==> config.mk <==
export PLATFORM = sky130hd
export DESIGN_NAME = pixel_write_sink
export DESIGN_NICKNAME = d
export VERILOG_FILES = /design/src/rtl/pixel_pkg.sv /design/src/rtl/pixel_fifo.sv /design/src/rtl/pixel_write_sink.sv
export SDC_FILE = /design/constraint.sdc
export NUM_CORES = 1
export LEC_CHECK = 0
export ABC_AREA = 1
export CAP_MARGIN = 20
export CORE_MARGIN = 2
export CORE_UTILIZATION = 63
export CTS_BUF_LIST = sky130_fd_sc_hd__clkbuf_16
export CTS_CLUSTER_DIAMETER = 40
export DETAILED_ROUTE_END_ITERATION = 12
export PLACE_DENSITY_LB_ADDON = 0.25
export SLEW_MARGIN = 10
export SYNTH_ARGS = -nofsm -noshare
export SYNTH_HDL_FRONTEND = slang
export SYNTH_SLANG_ARGS = --single-unit
==> constraint.sdc <==
create_clock -name clk -period 7.15 [get_ports clk]
set_input_delay 2.145 -clock clk [delete_from_list [all_inputs] [get_ports clk]]
set_output_delay 2.145 -clock clk [all_outputs]
set_load 0.02 [all_outputs]
==> src/rtl/pixel_pkg.sv <==
// -----------------------------------------------------------------------------
// pixel_pkg
// Shared definitions for the pixel write sink: default screen geometry and
// framebuffer address width, named colours, the sink FSM state type and the
// linear framebuffer address helper.
// -----------------------------------------------------------------------------
package pixel_pkg;

    // Default playfield geometry; 160*120 = 19200 fits in a 15-bit address.
    localparam int DEFAULT_SCREEN_W = 160;
    localparam int DEFAULT_SCREEN_H = 120;
    localparam int DEFAULT_ADDR_W   = 15;

    // 3-bit RGB colours used by the game datapaths.
    localparam logic [2:0] BLACK = 3'b000;
    localparam logic [2:0] RED   = 3'b100;

    // IDLE  : normal plot path
    // DRAIN : fill requested, flushing queued plots
    // FILL  : sweeping every framebuffer address with the fill colour
    typedef enum logic [1:0] {
        IDLE  = 2'd0,
        DRAIN = 2'd1,
        FILL  = 2'd2
    } sink_state_t;

    // Row-major linear address y*screen_w + x, returned at full 32-bit width
    // so the caller truncates to whatever framebuffer width it uses.
    function automatic logic [31:0] pixel_addr(input logic [7:0] x,
                                               input logic [6:0] y,
                                               input int         screen_w);
        return (32'(y) * 32'(screen_w)) + 32'(x);
    endfunction

endpackage : pixel_pkg

==> src/rtl/pixel_fifo.sv <==
// -----------------------------------------------------------------------------
// pixel_fifo
// Synchronous FIFO holding queued plot requests ({addr, colour}).
// Head data is presented combinationally (first-word fall-through) so the
// output stage can load it in the same cycle it pops.
//
// Ports:
//   clk        system clock, rising edge
//   reset      asynchronous, active-high reset (empties the FIFO)
//   push       write push_data into the tail (ignored when full)
//   push_data  entry to store
//   pop        discard the head entry (ignored when empty)
//   head       current head entry, valid when !empty
//   full       DEPTH entries stored
//   empty      no entries stored
//   count      occupancy, 0..DEPTH
// -----------------------------------------------------------------------------
module pixel_fifo
    import pixel_pkg::*;
#(
    parameter int WIDTH = DEFAULT_ADDR_W + 3,
    parameter int DEPTH = 8
) (
    input  logic                     clk,
    input  logic                     reset,
    input  logic                     push,
    input  logic [WIDTH-1:0]         push_data,
    input  logic                     pop,
    output logic [WIDTH-1:0]         head,
    output logic                     full,
    output logic                     empty,
    output logic [$clog2(DEPTH):0]   count
);

    localparam int PTR_W = $clog2(DEPTH);
    localparam int CNT_W = PTR_W + 1;
    localparam logic [CNT_W-1:0] DEPTH_C = CNT_W'(DEPTH);

    logic [WIDTH-1:0] mem [DEPTH];
    logic [PTR_W-1:0] wr_ptr;
    logic [PTR_W-1:0] rd_ptr;
    logic             do_push;
    logic             do_pop;

    assign do_push = push && !full;
    assign do_pop  = pop && !empty;

    assign full  = (count == DEPTH_C);
    assign empty = (count == '0);
    assign head  = mem[rd_ptr];

    // NOTE: registers are written with non-blocking assignments so every
    // flop samples pre-edge values, independent of statement order.
    always_ff @(posedge clk or posedge reset) begin
        if (reset) begin
            wr_ptr <= '0;
            rd_ptr <= '0;
            count  <= '0;
        end else begin
            // Power-of-two depth: pointers wrap naturally on overflow.
            if (do_push) wr_ptr <= wr_ptr + PTR_W'(1);
            if (do_pop)  rd_ptr <= rd_ptr + PTR_W'(1);
            unique case ({do_push, do_pop})
                2'b10:   count <= count + CNT_W'(1);
                2'b01:   count <= count - CNT_W'(1);
                default: count <= count;   // idle, or push and pop together
            endcase
        end
    end

    // NOTE: the storage array has no reset; the pointers/count define which
    // entries are valid, and leaving it unreset lets it map onto RAM.
    always_ff @(posedge clk) begin
        if (do_push) mem[wr_ptr] <= push_data;
    end

endmodule : pixel_fifo

==> src/rtl/pixel_write_sink.sv <==
// -----------------------------------------------------------------------------
// pixel_write_sink
// Receiving end of the plot/x/y/colour pixel stream. Each accepted plot is
// clipped against the screen, converted to a linear framebuffer address,
// queued, and issued on a single-beat write port with a ready handshake.
// A fill request flushes the queue and then writes the fill colour to every
// framebuffer address.
//
// Ports:
//   clk          system clock, rising edge
//   reset        asynchronous, active-high reset
//   plot         one-cycle plot strobe; x, y, colour sampled while high
//   x, y         pixel column / row
//   colour       3-bit RGB pixel value
//   busy         FIFO full or fill pending/active; plots dropped while high
//   fill_req     one-cycle whole-screen fill request (honoured in IDLE only)
//   fill_colour  fill colour, sampled with fill_req
//   fill_done    one-cycle pulse after the last fill write is accepted
//   mem_addr     framebuffer write address
//   mem_data     framebuffer write data
//   mem_we       write valid
//   mem_ready    write accepted when mem_we && mem_ready
//   overflow     sticky: a plot arrived while busy
//   clipped      sticky: a plot arrived with off-screen coordinates
// -----------------------------------------------------------------------------
module pixel_write_sink
    import pixel_pkg::*;
#(
    parameter int FIFO_DEPTH = 8,
    parameter int SCREEN_W   = DEFAULT_SCREEN_W,
    parameter int SCREEN_H   = DEFAULT_SCREEN_H,
    parameter int ADDR_W     = DEFAULT_ADDR_W
) (
    input  logic              clk,
    input  logic              reset,
    input  logic              plot,
    input  logic [7:0]        x,
    input  logic [6:0]        y,
    input  logic [2:0]        colour,
    output logic              busy,
    input  logic              fill_req,
    input  logic [2:0]        fill_colour,
    output logic              fill_done,
    output logic [ADDR_W-1:0] mem_addr,
    output logic [2:0]        mem_data,
    output logic              mem_we,
    input  logic              mem_ready,
    output logic              overflow,
    output logic              clipped
);

    localparam int ENTRY_W = ADDR_W + 3;
    localparam int CNT_W   = $clog2(FIFO_DEPTH) + 1;
    localparam logic [ADDR_W-1:0] LAST_ADDR = ADDR_W'(SCREEN_W * SCREEN_H - 1);

    sink_state_t        state;
    sink_state_t        state_next;

    logic               in_range;
    logic [ADDR_W-1:0]  plot_addr;
    logic               push;
    logic               pop;
    logic               transfer;
    logic               start_fill;
    logic               fill_last;

    logic               fifo_full;
    logic               fifo_empty;
    logic [CNT_W-1:0]   fifo_count;
    logic [ENTRY_W-1:0] fifo_head;

    logic [2:0]         fill_colour_q;
    logic [ADDR_W-1:0]  fill_cnt;

    // ---------------------------------------------------------------------
    // Input side: clipping, address generation, enqueue
    // ---------------------------------------------------------------------
    // busy is built only from registered state, so a pop in the current
    // cycle never lets a plot slip into a full FIFO.
    assign busy = fifo_full || (state != IDLE);

    assign in_range  = (32'(x) < SCREEN_W) && (32'(y) < SCREEN_H);
    assign plot_addr = ADDR_W'(pixel_addr(x, y, SCREEN_W));
    assign push      = plot && !busy && in_range;

    // ---------------------------------------------------------------------
    // Output stage handshake
    // ---------------------------------------------------------------------
    assign transfer = mem_we && mem_ready;

    // Reload from the queue when the stage is empty or being emptied this
    // cycle; the fill sweep owns the stage while in FILL.
    assign pop = (state != FILL) && !fifo_empty && (!mem_we || transfer);

    pixel_fifo #(
        .WIDTH (ENTRY_W),
        .DEPTH (FIFO_DEPTH)
    ) u_fifo (
        .clk       (clk),
        .reset     (reset),
        .push      (push),
        .push_data ({plot_addr, colour}),
        .pop       (pop),
        .head      (fifo_head),
        .full      (fifo_full),
        .empty     (fifo_empty),
        .count     (fifo_count)
    );

    // ---------------------------------------------------------------------
    // FSM
    // ---------------------------------------------------------------------
    always_ff @(posedge clk or posedge reset) begin
        if (reset) state <= IDLE;
        else       state <= state_next;
    end

    // NOTE: every signal driven here gets a default first, so no path can
    // leave one unassigned and infer a latch.
    always_comb begin
        state_next = state;
        start_fill = 1'b0;
        fill_last  = 1'b0;
        unique case (state)
            IDLE: begin
                if (fill_req) state_next = DRAIN;
            end
            DRAIN: begin
                // Queue empty and no write outstanding: the sweep may take
                // over the output stage.
                if ((fifo_count == '0) && !mem_we) begin
                    state_next = FILL;
                    start_fill = 1'b1;
                end
            end
            FILL: begin
                if (transfer && (fill_cnt == LAST_ADDR)) begin
                    state_next = IDLE;
                    fill_last  = 1'b1;
                end
            end
            default: state_next = IDLE;
        endcase
    end

    // ---------------------------------------------------------------------
    // Fill colour capture and sticky status flags
    // ---------------------------------------------------------------------
    always_ff @(posedge clk or posedge reset) begin
        if (reset) begin
            fill_colour_q <= BLACK;
            overflow      <= 1'b0;
            clipped       <= 1'b0;
        end else begin
            if ((state == IDLE) && fill_req) fill_colour_q <= fill_colour;
            if (plot && busy)                overflow <= 1'b1;
            if (plot && !busy && !in_range)  clipped  <= 1'b1;
        end
    end

    // ---------------------------------------------------------------------
    // Registered write port
    // ---------------------------------------------------------------------
    always_ff @(posedge clk or posedge reset) begin
        if (reset) begin
            mem_we    <= 1'b0;
            mem_addr  <= '0;
            mem_data  <= BLACK;
            fill_cnt  <= '0;
            fill_done <= 1'b0;
        end else begin
            fill_done <= fill_last;
            if (start_fill) begin
                mem_we   <= 1'b1;
                mem_addr <= '0;
                mem_data <= fill_colour_q;
                fill_cnt <= '0;
            end else if (state == FILL) begin
                if (transfer) begin
                    if (fill_last) begin
                        mem_we <= 1'b0;
                    end else begin
                        fill_cnt <= fill_cnt + ADDR_W'(1);
                        mem_addr <= fill_cnt + ADDR_W'(1);
                    end
                end
            end else if (pop) begin
                mem_we   <= 1'b1;
                mem_addr <= fifo_head[ENTRY_W-1:3];
                mem_data <= fifo_head[2:0];
            end else if (transfer) begin
                mem_we <= 1'b0;
            end
            // Otherwise a stalled write holds address and data stable.
        end
    end

endmodule : pixel_write_sink

==> impl_metrics.tcl <==
set metrics [dict create \
    dp.cells 1095 \
    worstPathCellList "clkdlybuf4s50_1 > ha_1 > ha_1 > fa_1 > xor2_1 > nand3_1 > nor2_1 > xor2_1" \
    synth-compound-area-share_pct 4.624 \
    num-fill-cells 970 \
    grt_pass1_wl_um 29960 \
    holdCritPathClass "reg -> reg" \
    criticalPathCategory "in -> reg" \
    tns_ps 0 \
    cts_tree "done" \
    synth_nets 934 \
    final_nets 982 \
    num_vias 6461 \
    place_ws_ps 2304 \
    drcViolationCount 0 \
    crit_path_start_kind "input pin" \
    synth_cell_types 36 \
    antenna_found_initial 0 \
    core_sq_um 13880 \
    yosys.area_share.simple_pct 23.19 \
    clock_latency_ps 440 \
    arrival_ps 4580 \
    ant_nets 0 \
    worst_slack_ps 2734 \
    tightest_slew_ps 972.6 \
    clkTransAtPathRegs_ps 70 \
    finalCriticalPeriod_ps 4416 \
    max_cap_viol_count 0 \
    seqCellArea_sq_um 5627 \
    drtIter0Drc 693 \
    diodes 0 \
    hold_viol 0 \
    synth_fa_ha_area_share_pct 3.335 \
    dp_hpwl_um 11710 \
    dieArea_sq_um 15140 \
    cts_sinks 196 \
    outcome "completed" \
    synth_xor_area_share_pct 1.471 \
    cts-hold-fix-buffers 0 \
    syn_inst 886 \
    cts.path.max_buffers 2 \
    root_buffer "clkbuf_16" \
    htree_levels 4 \
    final_util_pct 73.49 \
    initial_core_util_pct 64.32 \
    cts_buffers 17 \
    die_y_um 123.0 \
    ys_warn_count 0 \
    synth_top_family_by_area "simple AND/OR/NAND/NOR gates" \
    fin_area_sq_um 10200 \
    slew_headroom_pct 35.16 \
    ioPinCount 49 \
    layout.cells.non_filler 1127 \
    syn_area_per_cell_sq_um 10.08 \
    grt_usage_pct 26.57 \
    synth-seq-cells 196 \
    ys_seq_area_share_pct 63.00 \
    synthMuxAreaShare_pct 0 \
    crit_fanout 8 \
    crit_family "adder cells" \
    critPathRequiredTime_ps 7310 \
    final_common_cell "nand2_1" \
    ir_worst_vdd_mv 0.1903 \
    place.gp.congestion 0.8955 \
    rsz0062_at_grt "false" \
    syn_to_final_growth_pct 14.25 \
    critPathBufInv 1 \
    p_per_area_nw_per_um2 368.1 \
    routedWlPerCell_um 16.80 \
    synth_area_sq_um 8929 \
    row_count 43 \
    first_pass_iters 5 \
    die_w_um 123.0 \
    grt_pass1_vias 6066 \
    critPathCaptureType "register" \
    post_cts_resized 0 \
    drv_slew 0 \
    postPlaceCellArea_sq_um 9609 \
    post_cts_buffers 0 \
    drive_gt1_share_pct 7.814 \
    power_leakage_nw 4.141 \
    fin_crit_sh_pct 61.76 \
    cp_slowest_cell "clkdlybuf4s50_1" \
    port_buffers 48 \
    multiInputGateArea_sq_um 2933 \
    grt_max_degree 76 \
    finClkSkew_ps 11.17 \
    grt.overflow.total 0 \
    max_freq_mhz 226.4 \
    r2r_slack_ps 4280 \
    cpPeakStageDelay_ps 460 \
    totalWireLength_um 18940 \
    setup_viol 0 \
    avgViaCountPerCell 5.733 \
    most-common-layout-cells "260 x nand2_1, 144 x edfxtp_1, 135 x nand3_1" \
]
-- area by class of cell --
cell class / count / area share (%)
clock buffers: 17 / 4.170
clock inverters: 15 / 1.631
inverters: 63 / 2.343
multi-input cells: 594 / 28.75
flip-flops and latches: 196 / 55.16
well taps: 180 / 2.208
repair buffers: 62 / 5.740
-- cells in the mapped netlist --
cell	number	area, sq um
edfxtp_1	144	4324
nor2_2	1	6.260
inv_2	5	18.77
dfrtp_1	52	1301
nand4_1	10	62.56
o21ai_0	37	185.2
nand3_4	1	17.52
a31o_2	1	8.760
nor2_1	61	229.0
o211ai_1	7	52.55
nand2_2	6	37.54
nand2_4	2	22.52
inv_4	1	6.260
nand3_2	1	10.01
a21o_1	1	7.510
o22ai_1	3	18.77
a21boi_0	1	7.510
or2_2	1	6.260
nand3_1	135	675.7
clkinv_1	2	7.510
xor2_1	12	105.1
a21oi_1	13	65.06
nand2_1	260	975.9
nand3b_1	1	7.510
xnor2_1	3	26.28
o21ai_2	3	26.28
o21ai_1	7	35.03
fa_1	3	60.06
nor3_1	4	20.02
buf_6	1	11.26
ha_1	19	237.7
buf_1	1	3.750
clkbuf_1	15	56.30
a31oi_1	1	6.260
inv_1	55	206.5
buf_2	16	80.08
-- worst register-to-register path, stage by stage, from the launching register on --
cell and delay, ps:
dfrtp_1 980, clkinv_1 1000, nand3_1 340, nand3_1 180
nand2_1 90, inv_1 60, nand3_1 70, nand2_1 50
-- where the power goes --
part | leakage, nW | total [mW] | internal (mW) | switching (mW)
logic | 1.92 | 1.34 | 0.460 | 0.880
clock network | 0.285 | 0.940 | 0.496 | 0.443
registers | 1.94 | 1.48 | 1.38 | 0.0936
total | 4.14 | 3.75 | 2.34 | 1.42
-- state kept, by name (all words and copies together), names as in the netlist --
| register | cells |
|---|---|
| u_fifo.mem | 144 |
| fill_cnt | 15 |
| mem_addr | 15 |
| u_fifo.count | 4 |
| fill_colour_q | 3 |
| mem_data | 3 |
| u_fifo.rd_ptr | 3 |
| u_fifo.wr_ptr | 3 |
| state | 2 |
| clipped | 1 |
| fill_done | 1 |
| mem_we | 1 |
| overflow | 1 |
-- path summary, 6_finish.rpt --
check	startpoint	to	cells past startpoint
setup / recovery	y[1]	u_fifo.mem[7][15]	8
hold / removal	overflow	overflow	1
setup reg to reg	u_fifo.rd_ptr[2]	mem_addr[14]	7
hold reg to reg	overflow	overflow	1
max in group asynchronous	reset	u_fifo.rd_ptr[0]	3
min in group asynchronous	reset	state[0]	3
-- metal layers --
metal | vias up | share of wire (%) | global-route usage [%]
li1 | 3114 | - | -
met1 | 3045 | 43 | 35.81
met2 | 251 | 48 | 41.68
met3 | 51 | 7.2 | 5.858
met4 | 0 | 2.7 | 12.22
met5 | - | 0 | 0
-- per-stage QoR --
step | total power [mW] | hold slack [ps]
after global routing | 3.977 | 496.2
after global placement | 2.784 | 440.3
after detailed placement | 2.821 | 444.3
after CTS | 3.761 | 460.8
after floorplan | 2.401 | 468.7
final | 3.755 | 453.9
-- cells by family (layout without fill, tap and decap cells) --
kind of cell / after synthesis / after routing
simple gates: 483 / 483
compound gates: 74 / 74
xor+xnor: 15 / 15
buf+inv: 96 / 157
fa+ha+maj: 22 / 22
flops: 196 / 196
No activity file was read; power rests on OpenSTA's default activity.
